## src/rtl/bitserial_exec_ctrl_if.sv

```systemverilog
// Instruction handshake between an issuing master and the bit-serial controller.
interface bitserial_exec_ctrl_if;
    logic [15:0] instr;
    logic        instr_valid;
    logic        instr_ready;

    modport master (
        output instr,
        output instr_valid,
        input  instr_ready
    );

    modport slave (
        input  instr,
        input  instr_valid,
        output instr_ready
    );
endinterface

```

## src/rtl/bitserial_exec_ctrl.sv

```systemverilog
// Bit-serial execution controller: accepts one instruction at a time, decodes
// the opcode into ALU controls, sequences WIDTH LSB-first shift cycles gated by
// run_en, then issues a one-cycle write-back/completion pulse.
module bitserial_exec_ctrl #(
    parameter  int unsigned WIDTH = 16,
    localparam int unsigned IDX_W = $clog2(WIDTH)
) (
    input  logic                 clk,
    input  logic                 rst_n,
    bitserial_exec_ctrl_if.slave bus,
    input  logic                 run_en,
    output logic                 load_en,
    output logic                 shift_en,
    output logic [2:0]           alu_op,
    output logic                 invert_b,
    output logic                 carry_init,
    output logic                 first_bit,
    output logic [IDX_W-1:0]     bit_idx,
    output logic                 wb_en,
    output logic                 busy,
    output logic                 done,
    output logic                 illegal
);

    typedef enum logic [1:0] {
        IDLE,
        DECODE,
        EXEC,
        WB
    } state_t;

    state_t           state_q;
    logic [3:0]       op_q;
    logic [2:0]       alu_op_q;
    logic             invert_b_q;
    logic             carry_init_q;
    logic             first_bit_q;
    logic [IDX_W-1:0] bit_idx_q;
    logic             load_en_q;
    logic             wb_en_q;
    logic             done_q;
    logic             illegal_q;

    logic             legal_d;
    logic [2:0]       alu_op_d;
    logic             invert_b_d;
    logic             carry_init_d;
    logic             op_legal;
    logic             last_bit;

    // Operand bits [11:0] belong to the datapath; the controller ignores them.
    logic unused_instr_bits;
    assign unused_instr_bits = ^bus.instr[11:0];

    // Opcode decode of the word presented on the bus, captured at acceptance.
    always_comb begin
        legal_d      = 1'b1;
        alu_op_d     = 3'd0;
        invert_b_d   = 1'b0;
        carry_init_d = 1'b0;
        case (bus.instr[15:12])
            4'd0: alu_op_d = 3'd0;
            4'd1: begin
                alu_op_d     = 3'd0;
                invert_b_d   = 1'b1;
                carry_init_d = 1'b1;
            end
            4'd2: alu_op_d = 3'd1;
            4'd3: alu_op_d = 3'd2;
            4'd4: alu_op_d = 3'd3;
            4'd5: alu_op_d = 3'd4;
            default: legal_d = 1'b0;
        endcase
    end

    assign op_legal = (op_q <= 4'd5);
    assign last_bit = (bit_idx_q == IDX_W'(WIDTH - 1));

    // Controller FSM; every strobe is registered on the transition into the
    // state that owns it so it is valid for that state's whole cycle.
    always_ff @(posedge clk or negedge rst_n) begin
        if (!rst_n) begin
            state_q      <= IDLE;
            op_q         <= '0;
            alu_op_q     <= '0;
            invert_b_q   <= 1'b0;
            carry_init_q <= 1'b0;
            first_bit_q  <= 1'b0;
            bit_idx_q    <= '0;
            load_en_q    <= 1'b0;
            wb_en_q      <= 1'b0;
            done_q       <= 1'b0;
            illegal_q    <= 1'b0;
        end else begin
            case (state_q)
                IDLE: begin
                    if (bus.instr_valid) begin
                        state_q      <= DECODE;
                        op_q         <= bus.instr[15:12];
                        alu_op_q     <= alu_op_d;
                        invert_b_q   <= invert_b_d;
                        carry_init_q <= carry_init_d;
                        bit_idx_q    <= '0;
                        first_bit_q  <= 1'b0;
                        load_en_q    <= legal_d;
                        // An unsupported opcode completes immediately in DECODE.
                        illegal_q    <= ~legal_d;
                        done_q       <= ~legal_d;
                    end
                end
                DECODE: begin
                    load_en_q <= 1'b0;
                    illegal_q <= 1'b0;
                    done_q    <= 1'b0;
                    if (op_legal) begin
                        state_q     <= EXEC;
                        first_bit_q <= 1'b1;
                    end else begin
                        state_q <= IDLE;
                    end
                end
                EXEC: begin
                    if (run_en) begin
                        first_bit_q <= 1'b0;
                        // bit_idx stops at WIDTH-1 rather than wrapping.
                        if (last_bit) begin
                            state_q <= WB;
                            wb_en_q <= 1'b1;
                            done_q  <= 1'b1;
                        end else begin
                            bit_idx_q <= bit_idx_q + 1'b1;
                        end
                    end
                end
                WB: begin
                    wb_en_q <= 1'b0;
                    done_q  <= 1'b0;
                    state_q <= IDLE;
                end
                default: state_q <= IDLE;
            endcase
        end
    end

    assign bus.instr_ready = (state_q == IDLE);
    assign busy            = (state_q != IDLE);
    assign shift_en        = (state_q == EXEC) && run_en;

    assign load_en    = load_en_q;
    assign alu_op     = alu_op_q;
    assign invert_b   = invert_b_q;
    assign carry_init = carry_init_q;
    assign first_bit  = first_bit_q;
    assign bit_idx    = bit_idx_q;
    assign wb_en      = wb_en_q;
    assign done       = done_q;
    assign illegal    = illegal_q;

endmodule

```

## src/flat_wrapper.sv

```systemverilog
// flat-port wrapper written by rule: the top's interface ports become plain ports
module bitserial_exec_ctrl_flat 
#(
    parameter  int unsigned WIDTH = 16,
    localparam int unsigned IDX_W = $clog2(WIDTH)
)
  (clk, rst_n, run_en, load_en, shift_en, alu_op, invert_b, carry_init, first_bit, bit_idx, wb_en, busy, done, illegal, bus_instr, bus_instr_valid, bus_instr_ready);
  bitserial_exec_ctrl_if bus_i ();
  input  logic clk;
  input  logic rst_n;
  input  logic run_en;
  output logic load_en;
  output logic shift_en;
  output logic [2:0] alu_op;
  output logic invert_b;
  output logic carry_init;
  output logic first_bit;
  output logic [IDX_W-1:0] bit_idx;
  output logic wb_en;
  output logic busy;
  output logic done;
  output logic illegal;
  input wire logic [$bits(bus_i.instr)-1:0] bus_instr;
  input wire logic [$bits(bus_i.instr_valid)-1:0] bus_instr_valid;
  output wire logic [$bits(bus_i.instr_ready)-1:0] bus_instr_ready;
  assign bus_i.instr = bus_instr;
  assign bus_i.instr_valid = bus_instr_valid;
  assign bus_instr_ready = bus_i.instr_ready;
  bitserial_exec_ctrl #(.WIDTH(WIDTH)) u_core (.clk(clk), .rst_n(rst_n), .bus(bus_i), .run_en(run_en), .load_en(load_en), .shift_en(shift_en), .alu_op(alu_op), .invert_b(invert_b), .carry_init(carry_init), .first_bit(first_bit), .bit_idx(bit_idx), .wb_en(wb_en), .busy(busy), .done(done), .illegal(illegal));
endmodule
```

## config.mk

```make
export PLATFORM = sky130hd
export DESIGN_NAME = bitserial_exec_ctrl_flat
export DESIGN_NICKNAME = d
export VERILOG_FILES = /design/src/rtl/bitserial_exec_ctrl_if.sv /design/src/rtl/bitserial_exec_ctrl.sv /design/src/flat_wrapper.sv
export SDC_FILE = /design/constraint.sdc
export NUM_CORES = 1
export LEC_CHECK = 0
export ABC_AREA = 1
export CORE_ASPECT_RATIO = 1.2
export CORE_MARGIN = 4
export CORE_UTILIZATION = 55
export CTS_CLUSTER_DIAMETER = 40
export CTS_CLUSTER_SIZE = 20
export DETAILED_ROUTE_END_ITERATION = 7
export DONT_BUFFER_PORTS = 1
export GPL_ROUTABILITY_DRIVEN = 0
export GPL_TIMING_DRIVEN = 0
export PLACE_DENSITY_LB_ADDON = 0.2
export SYNTH_ARGS = -nofsm -noshare
export SYNTH_HDL_FRONTEND = slang
export SYNTH_SLANG_ARGS = --single-unit
```

## constraint.sdc

```tcl
create_clock -name clk -period 2.27 [get_ports clk]
set_clock_uncertainty 0.15 [all_clocks]
set_input_delay 0.1135 -clock clk [delete_from_list [all_inputs] [get_ports clk]]
set_output_delay 0.1135 -clock clk [all_outputs]
set_load 0.01 [all_outputs]
```

# Yosys cells after proc, flatten, opt, wreduce, memory -nomap -nowiden

Index checks and enable logic that the tools add are counted.

Reductions and logical operators: 16
Multiplexer cells: 24
Bitwise gates (word level): 1
Add/sub/neg operators: 1
Magnitude comparators: 1
Equal/unequal tests: 14

Operators by type and width:

| operator                                                                         | number |
|---|---|
| 4-bit two-way mux                                                                | 3 |
| 3-bit case mux with 4 select lines                                               | 1 |
| 1-bit two-way mux                                                                | 9 |
| 4-bit by 2-bit equality test with 1-bit output, second input constant            | 2 |
| 4-bit by 3-bit equality test with 1-bit output, second input constant            | 2 |
| 2-bit two-way mux                                                                | 4 |
| 2-bit case mux with 4 select lines                                               | 1 |
| 4-bit case mux with 2 select lines                                               | 1 |
| 4-bit AND reduction                                                              | 2 |
| 2-bit nonzero test                                                               | 4 |
| 2-bit != test, second input constant                                             | 3 |
| 1-bit case mux with 2 select lines                                               | 3 |
| 1-bit case mux with 3 select lines                                               | 2 |
| 3-bit AND reduction                                                              | 2 |
| 6-bit OR reduction                                                               | 1 |
| 4-bit by 1-bit adder with 4-bit output, second input constant                    | 1 |
| 2-bit equality test, second input constant                                       | 2 |
| 4-bit by 1-bit equality test with 1-bit output, second input constant            | 1 |
| 4-bit equality test, second input constant                                       | 1 |
| 4-bit by 3-bit less-or-equal comparator with 1-bit output, second input constant | 1 |
| 4-bit logical NOT                                                                | 1 |
| 2-bit by 1-bit != test with 1-bit output, second input constant                  | 2 |
| 2-bit AND reduction                                                              | 2 |
| 3-bit nonzero test                                                               | 1 |
| other kinds (5)                                                                  | 5 |

Input port bits: 20
Register bits after elaboration: 19

# Longest topological paths before layout

Depth in word-level cells: 6
Mapped depth: 7
Gate-level depth less buffers: 7

# Worst setup path after synthesis

No wires, ideal clock.

Kind: reg2reg
Start: register u_core.bit_idx_q[0], in the netlist u_core.bit_idx[0]
End: register u_core.bit_idx_q[3], in the netlist u_core.bit_idx[3]
Arrival time: 1.154 ns
Slack: 0.849 ns
Clock period less this slack: 1.421 ns
Setup time: 0.116 ns
Path buffers: 0
Stages on the path, launching flop included: 8
Cell sequence: dfrtp_1 > ha_1 > nand3_1 > nand2_1 > nand2_1 > nand2_2 > nand2_1 > nand2_1

Cells in the longest elaborated chain, start to end: 4

RTL lines:

| what                                   | line                       | text |
|---|---|---|
| from (decl)                            | bitserial_exec_ctrl.sv:38  | `logic [IDX_W-1:0] bit_idx_q;` |
| from (signal assigned)                 | bitserial_exec_ctrl.sv:131 | `bit_idx_q <= bit_idx_q + 1'b1;` |
| 4-bit by 1-bit adder with 4-bit output | bitserial_exec_ctrl.sv:131 |  |
| 4-bit two-way mux                      | bitserial_exec_ctrl.sv:126 | `if (last_bit) begin` |
| 4-bit two-way mux                      | bitserial_exec_ctrl.sv:123 | `if (run_en) begin` |
| 4-bit case mux with 2 select lines     | bitserial_exec_ctrl.sv:95  | `case (state_q)` |

Parallel ways exist; a longest one is shown, timed or not. The select of a mux whose other input is x is not followed.
A chain may end at the register's enable or synchronous reset.

# Worst setup path in the final report

Start: register u_core.state_q[0]
End: register u_core.alu_op_q[2], in the netlist u_core.alu_op[2]

Cells in the longest elaborated chain, start to end: 2

RTL lines:

| what                          | line                       | text |
|---|---|---|
| from (decl)                   | bitserial_exec_ctrl.sv:32  | `state_t state_q;` |
| from (signal assigned)        | bitserial_exec_ctrl.sv:83  | `state_q <= IDLE;` |
| from (signal assigned)        | bitserial_exec_ctrl.sv:98  | `state_q <= DECODE;` |
| from (signal assigned)        | bitserial_exec_ctrl.sv:116 | `state_q <= EXEC;` |
| 2-bit logical NOT             | bitserial_exec_ctrl.sv:95  |  |
| 2-bit AND reduction (no line) | -                          |  |
| to (signal assigned)          | bitserial_exec_ctrl.sv:100 | `alu_op_q <= alu_op_d;` |
| to (decl)                     | bitserial_exec_ctrl.sv:34  | `logic [2:0] alu_op_q;` |

Every way passes these cells.

==> results.toml <==
[min_path]
min_path_type = "input port to flop"
min_from = "bus_instr_valid"
holdPathEnd = "u_core.op_q[2]"
holdPathStages = 4

[clocking]
cts_sinks = 18
clock-root-buffer = "clkbuf_4"
clockBufferDepth = 2
htreeDepth = 1
cts_buffers = 3
clk_pin_slew_ns = 0.10
tritoncts = "done"
insertion_delay_ns = 0.29

[die]
die_h_um = 53.4
die-area_um2 = 2450
io_pins = 37
die_x_um = 45.8
placementRows = 16
core_area_um2 = 1620
start_util = 0.583

[timing]
final_max_slew_viol_count = 0
hold_viol = 0
fin_crit_sh = 0.856
rsz0062_at_grt = "false"
period_needed_ns = 1.94
max_slew_margin = 0.479
fin_hold_ws_ns = 0.00673
worst_pin_slew_ns = 0.779
finalSetupTns_ns = 0
setup_slack_ns = 0.326
finalSetupViolCount = 0
fmaxAchievable_mhz = 514

[critical_path]
slowest_delay_ns = 0.55
cp_max_fo = 9
start_kind = "flop"
r2r_start = "u_core.state_q[0]"
arrival_ns = 1.97
critPathCaptureType = "flop"
crit_slowest_cell = "dlygate4sd3_1"
crit_required_ns = 2.30
r2r-end = "u_core.alu_op[2]"
r2r_slack_ns = 0.33
critPathKind = "flop to flop"
r2r_cells = 8
crit_chain = "inv_2 > nand2_4 > nor2_8 > inv_4 > buf_8 > nand2_2 > o21ai_2 > dlygate4sd3_1"

[global_routing]
grt_pass1_vias = 792
antenna_found_initial = 0
groute.usage.overall = 0.189
grt_remaining_overflow = 0
grt_pass1_wl_um = 3360
grt_max_degree = 19

[job]
cap_violations = 0

[routing]
drc = 0
vias = 789
drtIter0Drc = 0
final_antenna_net_count = 0
dr.pass1.iters = 1
avgViaCountPerCell = 5.37
drt_wl_total_um = 1930
wl_per_cell_um = 13.2

[placement]
hpwlAfterDp_um = 1410
place_inst = 135
pre_cts_slack_ns = 0.677
place_area_um2 = 967
port_buffers = 0

[power]
power_frac_comb = 0.400
p_int_w = 0.000723
p_per_area_nw_per_um2 = 1180
seqPwrFrac = 0.447
pwr-share-clk = 0.153
leakagePower_nw = 0.559
vdd_drop_max_mv = 0.736
netSwitchingFraction = 0.436
p_switching_w = 0.000560

[synth]
syn_avg_cell_area_um2 = 8.07
ys_types = 22
synth.yosys.seq_area_share = 0.477
synth.cell_area_um2 = 945
yosys_warnings = 0
syn_nets = 138
synth_cells = 117
ys_ff_latch = 18

[cells_and_area]
drive_gt1_frac = 0.163
syn2layout_area_growth_pct = 14.7
final_cells = 147
postLayoutCellArea_um2 = 1080
diodes = 0
largest_reg_flops = 4
layout.nets = 151

[run_status]
status = "finished clean"
## cells by family after synthesis
| logic type | after synthesis | synth area share |
|---|---|---|
| simple gates | 66 | 0.321 |
| fa+ha+maj | 1 | 0.0132 |
| buf+inv | 18 | 0.0901 |
| flops | 18 | 0.477 |
| compound gates | 14 | 0.0993 |
## how the worst max path moves through the flow
stage | cells past startpoint | end | slack [ns] | start
detailed placement | 7 | u_core.bit_idx[0] | 0.68 | u_core.bit_idx[0]
global route | 8 | u_core.alu_op[2] | 0.22 | u_core.state_q[0]
finish | 8 | u_core.alu_op[2] | 0.33 | u_core.state_q[0]
global placement | 7 | u_core.bit_idx[3] | 0.71 | u_core.bit_idx[0]
floorplan | 7 | u_core.bit_idx[3] | 0.85 | u_core.bit_idx[0]
CTS | 8 | u_core.alu_op[2] | 0.33 | u_core.state_q[0]
## layout by cell type (no fill, tap or decap), types with 2 or more instances in the layout
| cell type | n |
|---|---|
| nand2_1 | 36 |
| nor2_1 | 11 |
| inv_2 | 3 |
| a21oi_1 | 3 |
| clkbuf_4 | 3 |
| a31oi_1 | 2 |
| nand4_1 | 2 |
| dlygate4sd3_1 | 8 |
| o21ai_0 | 3 |
| dfrtp_1 | 18 |
| nand3_1 | 10 |
| nand2_2 | 3 |
| inv_1 | 12 |
| o21ai_2 | 4 |
## stage by stage
step,utilization,power (W)
global route,0.668,0.00140
global placement,0.596,0.00106
CTS,0.668,0.00130
detailed placement,0.596,0.00108
finish,0.668,0.00128
floorplan,-,0.000977
## synthesized netlist by cell type
cell	n	share of area
a21oi_1	3	0.016
a21oi_2	1	0.0093
a31oi_1	2	0.013
buf_4	1	0.0079
buf_8	1	0.016
dfrtp_1	18	0.48
ha_1	1	0.013
inv_1	12	0.048
inv_2	3	0.012
inv_4	1	0.0066
nand2_1	36	0.14
nand2_2	3	0.020
nand2_4	1	0.012
nand3_1	10	0.053
nand3b_1	1	0.0079
nand4_1	2	0.013
nor2_1	11	0.044
nor2_2	1	0.0066
nor2_8	1	0.021
o21ai_0	3	0.016
o21ai_2	4	0.037
o21bai_1	1	0.0079
## repair_timing
item | CTS | global route
resized for setup | 0 | 0
hold buffers | 8 | 0
setup buffers | 0 | 0
hold endpoints to repair | 29 | 0
## power groups by stage
| stage | clock network [W] | registers [W] | logic (W) |
|---|---|---|---|
| global placement | 0 | 0.000577 | 0.000484 |
| floorplan | 0 | 0.000554 | 0.000423 |
| detailed placement | 0 | 0.000582 | 0.000496 |
| CTS | 0.000199 | 0.000575 | 0.000520 |
| global route | 0.000217 | 0.000591 | 0.000595 |
| finish | 0.000196 | 0.000574 | 0.000513 |
## layer usage
layer / track usage / vias to the layer above / part of all wire
met3: 0.0238 / 4 / 0.039
met1: 0.201 / 376 / 0.37
met2: 0.363 / 14 / 0.57
li1: - / 395 / -
met4: 0.0711 / 0 / 0.012
met5: 0 / - / 0
## cell type report
type / count / area [µm²]
buffer: 2 / 22.5
inverter: 16 / 62.6
multi-input combinational: 81 / 409
sequential: 18 / 450
fill: 141 / 538
clock buffer: 4 / 36.3
tap: 18 / 22.5
timing repair buffer: 8 / 80.1
## critical path, delay by kind of cell (launching register included)
kind | cells | cell delay, ns
buffers and inverters | 4 | 0.87
AND/OR/NAND/NOR | 3 | 0.29
flip-flops | 1 | 0.48
AO/OA/AOI/OAI | 1 | 0.05
Note: power is estimated with default switching activity, not from simulation.
